### config.mk
export PLATFORM = sky130hd
export DESIGN_NAME = vga_ctrl_flat
export DESIGN_NICKNAME = d
export VERILOG_FILES = /design/src/rtl/vga_pkg.sv /design/src/rtl/vga_ctrl_if.sv /design/src/rtl/vga_ctrl.sv /design/src/flat_wrapper.sv
export SDC_FILE = /design/constraint.sdc
export NUM_CORES = 1
export LEC_CHECK = 0
export ABC_AREA = 1
export CAP_MARGIN = 20
export CORE_MARGIN = 2
export CORE_UTILIZATION = 45
export CTS_CLUSTER_DIAMETER = 50
export DETAILED_ROUTE_END_ITERATION = 10
export HOLD_SLACK_MARGIN = 0.05
export PLACE_DENSITY = 0.86
export SLEW_MARGIN = 20
export SYNTH_ARGS = -nofsm -noshare
export SYNTH_HDL_FRONTEND = slang
export SYNTH_SLANG_ARGS = --single-unit
### constraint.sdc
create_clock -name vga_clk -period 1.7 [get_ports vga_clk]
set_input_delay 0.255 -clock vga_clk [delete_from_list [all_inputs] [get_ports vga_clk]]
set_output_delay 0.255 -clock vga_clk [all_outputs]
set_load 0.02 [all_outputs]
### src/rtl/vga_pkg.sv
// ----------------------------------------------------------------------------
// vga_pkg
// Shared constants for the VGA timing controller:
//   - default 640x480@60 timing (sync / back porch / active / front porch)
//   - line and frame totals and the active-window / request-window bounds
//     that follow from those defaults
//   - colour constants (RGB565) and the "no request" coordinate value
//   - small types used by the interface and the controller
// No ports (package).
// ----------------------------------------------------------------------------
package vga_pkg;

  localparam int H_SYNC_DEF  = 96;
  localparam int H_BACK_DEF  = 48;
  localparam int H_VALID_DEF = 640;
  localparam int H_FRONT_DEF = 16;

  localparam int V_SYNC_DEF  = 2;
  localparam int V_BACK_DEF  = 33;
  localparam int V_VALID_DEF = 480;
  localparam int V_FRONT_DEF = 10;

  localparam int H_TOTAL = H_SYNC_DEF + H_BACK_DEF + H_VALID_DEF + H_FRONT_DEF;
  localparam int V_TOTAL = V_SYNC_DEF + V_BACK_DEF + V_VALID_DEF + V_FRONT_DEF;

  // Visible window (rgb_valid) for the default timing: h 144..783, v 35..514
  localparam int H_ACT_START = H_SYNC_DEF + H_BACK_DEF;
  localparam int H_ACT_END   = H_SYNC_DEF + H_BACK_DEF + H_VALID_DEF - 1;
  localparam int V_ACT_START = V_SYNC_DEF + V_BACK_DEF;
  localparam int V_ACT_END   = V_SYNC_DEF + V_BACK_DEF + V_VALID_DEF - 1;

  // Pixel request window leads the visible window by one clock: h 143..782
  localparam int H_REQ_START = H_ACT_START - 1;
  localparam int H_REQ_END   = H_ACT_END - 1;

  localparam logic [15:0] GREEN = 16'h07E0;
  localparam logic [15:0] BLACK = 16'h0000;
  localparam logic [15:0] WHITE = 16'hFFFF;

  localparam logic [9:0]  COORD_INVALID = 10'h3FF;

  typedef logic [9:0]  coord_t;
  typedef logic [15:0] rgb565_t;

  // Scan sequencer: IDLE holds the counters at (0,0) while out of reset,
  // SCAN runs the raster.
  typedef enum logic {
    ST_IDLE = 1'b0,
    ST_SCAN = 1'b1
  } scan_state_e;

endpackage

### src/rtl/vga_ctrl_if.sv
// ----------------------------------------------------------------------------
// vga_ctrl_if
// Bundles the controller's pixel-request bus and display outputs.
//   pix_x / pix_y : requested coordinate, 10'h3FF when no request
//   pix_data      : RGB565 pixel returned one clock after the request
//   hsync / vsync : active-low sync
//   rgb           : pixel to the DAC, 0 outside the visible area
//   rgb_valid     : high during visible pixels
//   frame_tick / frame_cnt : only when VGA_CTRL_FRAME_TICK_EN is defined
// Modports:
//   master : the timing controller (drives coordinates, syncs and rgb)
//   slave  : the pixel generator / display side
// ----------------------------------------------------------------------------
interface vga_ctrl_if;
  import vga_pkg::*;

  coord_t  pix_x;
  coord_t  pix_y;
  rgb565_t pix_data;
  logic    hsync;
  logic    vsync;
  rgb565_t rgb;
  logic    rgb_valid;
`ifdef VGA_CTRL_FRAME_TICK_EN
  logic       frame_tick;
  logic [7:0] frame_cnt;
`endif

`ifdef VGA_CTRL_FRAME_TICK_EN
  modport master (
    input  pix_data,
    output pix_x, pix_y, hsync, vsync, rgb, rgb_valid, frame_tick, frame_cnt
  );
  modport slave (
    output pix_data,
    input  pix_x, pix_y, hsync, vsync, rgb, rgb_valid, frame_tick, frame_cnt
  );
`else
  modport master (
    input  pix_data,
    output pix_x, pix_y, hsync, vsync, rgb, rgb_valid
  );
  modport slave (
    output pix_data,
    input  pix_x, pix_y, hsync, vsync, rgb, rgb_valid
  );
`endif

endinterface

### src/rtl/vga_ctrl.sv
// ----------------------------------------------------------------------------
// vga_ctrl
// VGA raster timing controller. Two flat counters (cnt_h per clock, cnt_v per
// line) are decoded into active-low syncs, a one-clock-early pixel request
// (pix_x/pix_y) and the visible-pixel qualifier. The downstream generator
// registers its pixel, so the pixel it returns lines up with rgb_valid and is
// gated straight onto rgb.
//
// Ports:
//   vga_clk   : pixel clock
//   sys_rst_n : asynchronous active-low reset
//   vga       : vga_ctrl_if.master (pix_x, pix_y, pix_data, hsync, vsync,
//               rgb, rgb_valid [, frame_tick, frame_cnt])
//
// Optional feature: define VGA_CTRL_FRAME_TICK_EN to add frame_tick (pulse at
// the last clock of each frame) and an 8-bit wrapping frame_cnt.
// ----------------------------------------------------------------------------
module vga_ctrl
  import vga_pkg::*;
#(
  parameter int H_SYNC  = H_SYNC_DEF,
  parameter int H_BACK  = H_BACK_DEF,
  parameter int H_VALID = H_VALID_DEF,
  parameter int H_FRONT = H_FRONT_DEF,
  parameter int V_SYNC  = V_SYNC_DEF,
  parameter int V_BACK  = V_BACK_DEF,
  parameter int V_VALID = V_VALID_DEF,
  parameter int V_FRONT = V_FRONT_DEF
) (
  input  logic       vga_clk,
  input  logic       sys_rst_n,
  vga_ctrl_if.master vga
);

  localparam int H_LEN = H_SYNC + H_BACK + H_VALID + H_FRONT;
  localparam int V_LEN = V_SYNC + V_BACK + V_VALID + V_FRONT;

  localparam coord_t H_LAST   = coord_t'(H_LEN - 1);
  localparam coord_t V_LAST   = coord_t'(V_LEN - 1);
  localparam coord_t HS_END   = coord_t'(H_SYNC);
  localparam coord_t VS_END   = coord_t'(V_SYNC);
  localparam coord_t H_ACT_LO = coord_t'(H_SYNC + H_BACK);
  localparam coord_t H_ACT_HI = coord_t'(H_SYNC + H_BACK + H_VALID - 1);
  localparam coord_t H_REQ_LO = coord_t'(H_SYNC + H_BACK - 1);
  localparam coord_t H_REQ_HI = coord_t'(H_SYNC + H_BACK + H_VALID - 2);
  localparam coord_t V_ACT_LO = coord_t'(V_SYNC + V_BACK);
  localparam coord_t V_ACT_HI = coord_t'(V_SYNC + V_BACK + V_VALID - 1);

  scan_state_e state;
  scan_state_e state_nxt;
  logic        scan_en;

  coord_t cnt_h;
  coord_t cnt_v;
  logic   h_last;
  logic   v_last;
  logic   h_act;
  logic   h_req;
  logic   v_act;
  logic   pix_req;

  // Sequencer: the first clock after reset release only enters SCAN, so the
  // raster starts at (0,0) with hsync/vsync already low on that clock.
  always_ff @(posedge vga_clk or negedge sys_rst_n) begin
    if (!sys_rst_n) state <= ST_IDLE;
    else            state <= state_nxt;
  end

  always_comb begin
    state_nxt = state;
    scan_en   = 1'b0;
    case (state)
      ST_IDLE: state_nxt = ST_SCAN;
      ST_SCAN: scan_en   = 1'b1;
      default: state_nxt = ST_IDLE;
    endcase
  end

  assign h_last = (cnt_h == H_LAST);
  assign v_last = (cnt_v == V_LAST);

  always_ff @(posedge vga_clk or negedge sys_rst_n) begin
    if (!sys_rst_n) begin
      cnt_h <= '0;
      cnt_v <= '0;
    end else if (scan_en) begin
      if (h_last) begin
        cnt_h <= '0;
        cnt_v <= v_last ? '0 : cnt_v + 10'd1;
      end else begin
        cnt_h <= cnt_h + 10'd1;
      end
    end
  end

  // Decode. Everything is qualified by scan_en so that reset forces the idle
  // output values immediately, without waiting for a clock.
  assign h_act   = (cnt_h >= H_ACT_LO) && (cnt_h <= H_ACT_HI);
  assign h_req   = (cnt_h >= H_REQ_LO) && (cnt_h <= H_REQ_HI);
  assign v_act   = (cnt_v >= V_ACT_LO) && (cnt_v <= V_ACT_HI);
  assign pix_req = scan_en && h_req && v_act;

  assign vga.hsync     = !scan_en || (cnt_h >= HS_END);
  assign vga.vsync     = !scan_en || (cnt_v >= VS_END);
  assign vga.rgb_valid = scan_en && h_act && v_act;
  assign vga.pix_x     = pix_req ? (cnt_h - H_REQ_LO) : COORD_INVALID;
  assign vga.pix_y     = pix_req ? (cnt_v - V_ACT_LO) : COORD_INVALID;
  assign vga.rgb       = vga.rgb_valid ? vga.pix_data : BLACK;

`ifdef VGA_CTRL_FRAME_TICK_EN
  logic [7:0] frame_cnt;

  assign vga.frame_tick = scan_en && h_last && v_last;
  assign vga.frame_cnt  = frame_cnt;

  always_ff @(posedge vga_clk or negedge sys_rst_n) begin
    if (!sys_rst_n)          frame_cnt <= '0;
    else if (vga.frame_tick) frame_cnt <= frame_cnt + 8'd1;
  end
`endif

endmodule

### src/flat_wrapper.sv
// flat-port wrapper written by rule: the top's interface ports become plain ports
module vga_ctrl_flat import vga_pkg::*;
#(
  parameter int H_SYNC  = H_SYNC_DEF,
  parameter int H_BACK  = H_BACK_DEF,
  parameter int H_VALID = H_VALID_DEF,
  parameter int H_FRONT = H_FRONT_DEF,
  parameter int V_SYNC  = V_SYNC_DEF,
  parameter int V_BACK  = V_BACK_DEF,
  parameter int V_VALID = V_VALID_DEF,
  parameter int V_FRONT = V_FRONT_DEF
)
  (vga_clk, sys_rst_n, vga_pix_data, vga_pix_x, vga_pix_y, vga_hsync, vga_vsync, vga_rgb, vga_rgb_valid);
  vga_ctrl_if vga_i ();
  input  logic vga_clk;
  input  logic sys_rst_n;
  input wire logic [$bits(vga_i.pix_data)-1:0] vga_pix_data;
  output wire logic [$bits(vga_i.pix_x)-1:0] vga_pix_x;
  output wire logic [$bits(vga_i.pix_y)-1:0] vga_pix_y;
  output wire logic [$bits(vga_i.hsync)-1:0] vga_hsync;
  output wire logic [$bits(vga_i.vsync)-1:0] vga_vsync;
  output wire logic [$bits(vga_i.rgb)-1:0] vga_rgb;
  output wire logic [$bits(vga_i.rgb_valid)-1:0] vga_rgb_valid;
  assign vga_i.pix_data = vga_pix_data;
  assign vga_pix_x = vga_i.pix_x;
  assign vga_pix_y = vga_i.pix_y;
  assign vga_hsync = vga_i.hsync;
  assign vga_vsync = vga_i.vsync;
  assign vga_rgb = vga_i.rgb;
  assign vga_rgb_valid = vga_i.rgb_valid;
  vga_ctrl #(.H_SYNC(H_SYNC), .H_BACK(H_BACK), .H_VALID(H_VALID), .H_FRONT(H_FRONT), .V_SYNC(V_SYNC), .V_BACK(V_BACK), .V_VALID(V_VALID), .V_FRONT(V_FRONT)) u_core (.vga_clk(vga_clk), .sys_rst_n(sys_rst_n), .vga(vga_i));
endmodule
Yosys cells after proc, flatten, opt, wreduce, memory -nomap -nowiden
Index checks and enable logic that the tools add are counted.

word-level totals
  register bits after elaboration = 21
  output and inout port bits = 39
  input port bits = 18
  word-level logic and storage cells = 34

cells by class
  $add $sub $neg = 4
  eq/ne operators = 2
  reductions and logical operators = 11
  mux-type cells = 6
  magnitude comparators = 8

operator list
  kind                   number
  $mux 10                4
  $le 10x10->1 const B   3
  $add 10x1->10 const B  2
  $eq 10x10->1 const B   2
  $ge 10x8->1 const B    2
  $mux 16                1
  $ge 10x2->1 const B    1
  $ge 10x6->1 const B    1
  $ge 10x7->1 const B    1
  $sub 10x6->10 const B  1
  $sub 10x8->10 const B  1
  $logic_and 1x1->1      7
  $logic_or 1x1->1       2
  $reduce_and 2->1       1
  $logic_not 1->1        1
  $mux 1                 1

Depth between registers and ports, before layout
  depth after elaboration = 5
  gate-level depth with buffers = 10
  mapped depth without buffers = 10

Worst setup path before layout
No wires, ideal clock.

  path type = reg2out
  from = register u_core.cnt_v[0]
  to = output port vga_pix_x[2]
  stages on the path, launching flop included = 10
  path slack = -23 ps
  data required time = 1445 ps
  arrival time = 1468 ps
  path buffers = 1
  cell sequence = dfrtp_1 > ha_1 > inv_1 > nand3_2 > nand2_2 > nand3_2 > nand2_1 > inv_2 > buf_6 > nand3_2

on the way
  cells in the longest elaborated chain, start to end = 4
  elaborated cells between the ends (all ways) = 5
  those cells by class = order compare (2); mux (1); reduce/logical (2)

RTL lines
  element                                             line                RTL
  start, declared                                     vga_ctrl.sv:54      coord_t cnt_v;
  start signal, assigned                              vga_ctrl.sv:89      cnt_v <= v_last ? '0 : cnt_v + 10'd1;
  $ge 10x6->1 / $le 10x10->1 (equally long branches)  vga_ctrl.sv:100     assign v_act = (cnt_v >= V_ACT_LO) && (cnt_v <= V_ACT_HI);
  $logic_and 1x1->1 *                                 vga_ctrl.sv:100
  $logic_and 1x1->1 *                                 vga_ctrl.sv:101     assign pix_req = scan_en && h_req && v_act;
  $mux 10 *                                           vga_ctrl.sv:106     assign vga.pix_x = pix_req ? (cnt_h - H_REQ_LO) : COORD_INVALID;
  end, declared                                       flat_wrapper.sv:18  output wire logic [$bits(vga_i.pix_x)-1:0] vga_pix_x;

Every way passes the cells marked *; elsewhere a longest branch is shown, timed or not.

Worst setup path after layout
  from = register u_core.cnt_h[6]
  to = output port vga_pix_y[9]

on the way
  cells in the longest elaborated chain, start to end = 5
  elaborated cells between the ends (all ways) = 6
  those cells by class = order compare (2); mux (1); reduce/logical (3)

RTL lines
  element                                             line                RTL
  start, declared                                     vga_ctrl.sv:53      coord_t cnt_h;
  start signal, assigned                              vga_ctrl.sv:91      cnt_h <= cnt_h + 10'd1;
  $ge 10x8->1 / $le 10x10->1 (equally long branches)  vga_ctrl.sv:99      assign h_req = (cnt_h >= H_REQ_LO) && (cnt_h <= H_REQ_HI);
  $logic_and 1x1->1 *                                 vga_ctrl.sv:99
  $logic_and 1x1->1 * (2 in a row)                    vga_ctrl.sv:101
  $mux 10 *                                           vga_ctrl.sv:107     assign vga.pix_y = pix_req ? (cnt_v - V_ACT_LO) : COORD_INVALID;
  end, declared                                       flat_wrapper.sv:19  output wire logic [$bits(vga_i.pix_y)-1:0] vga_pix_y;

Marked as above.

==> impl_summary.md <==
Route
Across all layers, the routed design uses 3054 vias. After detailed routing, the total wire length is 10100 um. The initial DRC count is 272. Before antenna repair, the detailed router went through 6 iterations. The post-route antenna net violation count is 0. For this run, design rule violations remaining after detail routing come to 0. The mean number of vias per cell is 5.62. In the final routed layout, each cell accounts on average for 18.5 um.

Floorplanning
The core footprint is 0.00472 sq mm. The floorplan step set the die height to 74.2 um. In this run the count of I/O pins placed on the die edge is 57. The chip width is 74.2 um.

The die covers 0.00550 sq mm. The initial standard-cell utilization of the core is 46.9%. After floorplanning, the core was divided into 25 placement rows.

Global routing
Entering global routing, the biggest net connects 22 pins. The first global-routing pass estimated 13900 um of wire. After global routing the overflow that remains totals 0. The global-route total usage across every layer is 33.8%. The via count of the first global-routing pass is 2961. The number of antenna violations at the first check in global routing came to 0.

Logic synthesis
The synthesized netlist devotes 5.53% of its cell area to XOR and XNOR gates. The number of nets handed over by synthesis was 345. The number of instances in the synthesized netlist is 322.

The area share of the leading cell type in the synthesized netlist is 23.7%. The post-synthesis cell type with the largest combined area is sky130_fd_sc_hd__dfrtp_1. In the post-synthesis netlist, the biggest area contributors are sky130_fd_sc_hd__dfrtp_1 (24%), sky130_fd_sc_hd__nand2_1 (14%), sky130_fd_sc_hd__nand3_2 (9.9%).

The portion of synthesized area spent on multiplexers is 0%. The synthesized netlist devotes 4.57% of its cell area to compound gates. In the post-synthesis netlist, the cell with the most instances is sky130_fd_sc_hd__nand2_1.

The async set-reset flop share out of synthesis is 100%. The commonest cells after synthesis are sky130_fd_sc_hd__nand2_1 (82), sky130_fd_sc_hd__inv_1 (53), sky130_fd_sc_hd__nor2_1 (30). The count of warnings emitted by yosys is 0. After synthesis, the largest family of logic cells by area is simple AND/OR/NAND/NOR gates. The proportion of synthesized chip area in sequential cells is 23.7%. The post-synthesis area per instance is 6.88 sq um. The number of synthesized flops with an enable pin is 0. Of the total synthesized cell area, the portion taken by full adders, half adders and majority gates is 2.82%. The total standard cell area after synthesis is 0.00222 sq mm. Counting flops and latches in the post-synthesis netlist gives 21. The number of unique standard cell types used by synthesis is 31. The synthesized netlist devotes 48.8% of its cell area to simple gates. In the synthesized netlist the dominant register cell turns out to be sky130_fd_sc_hd__dfrtp_1.

Clock tree
The number of buffers inserted during clock tree synthesis is 3. TritonCTS built the clock tree. After clock tree synthesis, the flow added hold-fix buffers numbering 0.

Clock tree synthesis found a total of 21 sinks. Counting along the longest clock path gives a buffer depth of 2. The insertion delay of the later-clocked pin in the worst-skew pair is 0.28 ns. Clock-pin slew was measured on the worst setup and hold paths at 0.10 ns. The root buffer cell chosen for the clock tree is sky130_fd_sc_hd__clkbuf_8.

CTS built an H-tree with a depth of 1.

Cells and area
The number of antenna diodes in the final layout is 0. Cells with a size suffix above 1 make up 53.2% of the layout. The total of fill cells in the finished design is 235. For this run, the post-layout net count is 500. Compared with the post-synthesis result, the final layout area differs by 84.6%.

Placement
At the end of routability-driven placement, the weighted congestion stood at 0.938. Summed over all nets, the half-perimeter wirelength after detailed placement is 5370 um. The count of buffers added on input and output ports is 56. The worst slack after detailed placement is -0.686 ns.

Setup path
The number of buffers and inverters on the critical path is 4. The signal arrival time at the worst endpoint is 1.90 ns. Among cell families on the critical path, the largest total delay comes from simple AND/OR/NAND/NOR gates. The master of the slowest instance on the critical path is sky130_fd_sc_hd__dfrtp_1. The endpoint class of the critical path is an output pin. The signal on the critical path passes through nor2_2 -> nand2_2 -> nand2_2 -> buf_6 -> nand2_2 -> nand2_2 -> inv_2 -> nor2_4 -> buf_12 -> nand3_4 -> buf_6. The most used cell along the critical path is sky130_fd_sc_hd__nand2_2. The path type of the worst setup path is flop to output pin. The largest single stage delay on the critical path is 0.43 ns. Of all nets on the critical path, the largest fanout is 8. The worst setup path is launched from a flop. The required time of the worst setup path is 1.44 ns.

STA
The worst clock skew is 0.00774 ns. The smallest clock period supported by the final layout is computed as 2.16 ns. The worst path uses 127% of the clock period. Setup repair after global routing could not meet its margin everywhere. The number of pins exceeding their max-slew limit in the final report is 0. Setup violations remaining at the end of the flow were counted as 39. The achievable clock frequency is 0.463 GHz. The hold violation total from the final report came to 0. The worst setup slack after layout is -0.460 ns. Final hold analysis gives a worst-case slack of 0.356 ns. The setup TNS is -16.37 ns.

Pwr
The largest voltage drop on the vdd net is 0.765 mV. The total power per unit cell area is 461 mW/mm^2. Summed over all cells, the static leakage comes to 2.05 nW.

Job
The tool flagged a number of max-cap violations equal to 0.

Min path
The worst min-delay path category is primary input to asynchronous set/reset pin.

Status
The final reports fail on negative setup slack. The run finished, with violations left.
flip-flops by register name, indices dropped and copies added, names as in the netlist:
name,count
u_core.cnt_h,10
u_core.state,1
u_core.cnt_v,10
routing by layer:
| metal | routed length (um) | track usage [%] |
|---|---|---|
| met1 | 3280 | 34.8 |
| met2 | 5090 | 62.6 |
| met3 | 1130 | 5.83 |
| met4 | 555 | 21.6 |
| met5 | 0 | 0 |
repair_timing:
item	4_1_cts	5_1_grt
cloned	3	1
pin swaps	13	14
setup buffers	22	7
endpoints found under the setup margin	39	49
gates resized for setup	280	67
logic make-up (layout without fill, tap and decap cells):
family / after synthesis / in the layout
AO/OA/AOI/OAI: 19 / 19
AND/OR/NAND/NOR: 193 / 193
adder cells (fa/ha/maj): 5 / 5
other: 1 / 1
XOR/XNOR: 14 / 14
flip-flops: 21 / 21
buffers and inverters: 69 / 223
worst paths after layout:
path	from	slack, ns	end	cells after the start
max	u_core.cnt_h[6]	-0.46	vga_pix_y[9]	11
min	sys_rst_n	0.36	u_core.cnt_v[5]	2
max reg2reg	u_core.cnt_h[6]	-0.01	u_core.cnt_v[4]	7
min reg2reg	u_core.state	0.69	u_core.cnt_h[1]	2
max in group asynchronous	sys_rst_n	1.07	u_core.cnt_v[1]	2
min in group vga_clk	u_core.state	0.69	u_core.cnt_h[1]	2
power breakdown:
group          switching [W]  internal [W]  leakage, nW
Clock               0.000211      0.000165       0.0255
Combinational       0.000486      0.000420         1.75
Sequential         0.0000522      0.000550        0.281
Total               0.000749       0.00114         2.05
cell usage in the layout (no fill, tap or decap), types with 2 or more instances in the layout:
master,netlist,layout
sky130_fd_sc_hd__nor2_1,30,17
sky130_fd_sc_hd__xor2_1,12,11
sky130_fd_sc_hd__dfrtp_1,21,19
sky130_fd_sc_hd__clkdlybuf4s50_1,0,17
sky130_fd_sc_hd__inv_1,53,43
sky130_fd_sc_hd__nand3_4,1,15
sky130_fd_sc_hd__clkbuf_8,0,3
sky130_fd_sc_hd__xnor2_1,2,2
sky130_fd_sc_hd__inv_2,5,12
sky130_fd_sc_hd__dfrtp_2,0,2
sky130_fd_sc_hd__a21oi_1,3,3
sky130_fd_sc_hd__buf_12,1,2
sky130_fd_sc_hd__nor2_4,13,22
sky130_fd_sc_hd__nor3_4,0,2
sky130_fd_sc_hd__nand2_1,82,68
sky130_fd_sc_hd__nand2_4,1,4
sky130_fd_sc_hd__o21ai_1,3,5
sky130_fd_sc_hd__inv_6,0,2
sky130_fd_sc_hd__ha_1,5,3
sky130_fd_sc_hd__nand3_2,22,13
sky130_fd_sc_hd__buf_4,0,82
sky130_fd_sc_hd__nand2_2,5,16
sky130_fd_sc_hd__o21ai_0,10,7
sky130_fd_sc_hd__inv_4,0,2
sky130_fd_sc_hd__buf_6,5,56
sky130_fd_sc_hd__nand3_1,23,18
sky130_fd_sc_hd__nand4_1,7,7
sky130_fd_sc_hd__nor2_2,4,8
through the flow:
| stage | cell area, sq um | utilization [%] | power (W) | std cells |
|---|---|---|---|---|
| 3_5_place_dp | 3390 | 71.8 | 0.00134 | 514 |
| 3_3_place_gp | 3390 | 71.8 | 0.00130 | 514 |
| 6_report | 4090 | 86.6 | 0.00188 | 543 |
| 5_1_grt | 4090 | 86.6 | 0.00197 | 543 |
| 2_1_floorplan | 2220 | - | 0.000949 | 322 |
| 4_1_cts | 3900 | 82.6 | 0.00175 | 542 |
area by class of cell:
class | count | area (sq um) | share of cell area (%)
multi-input cells | 232 | 1690 | 41.4
repair buffers | 160 | 1500 | 36.8
flip-flops and latches | 21 | 528 | 12.9
inverters | 58 | 228 | 5.57
well taps | 67 | 83.8 | 2.05
clock buffers | 3 | 41.3 | 1.01
repair inverters | 1 | 8.76 | 0.214
clock inverters | 1 | 5.00 | 0.122
(Power assumes the default switching activity.)
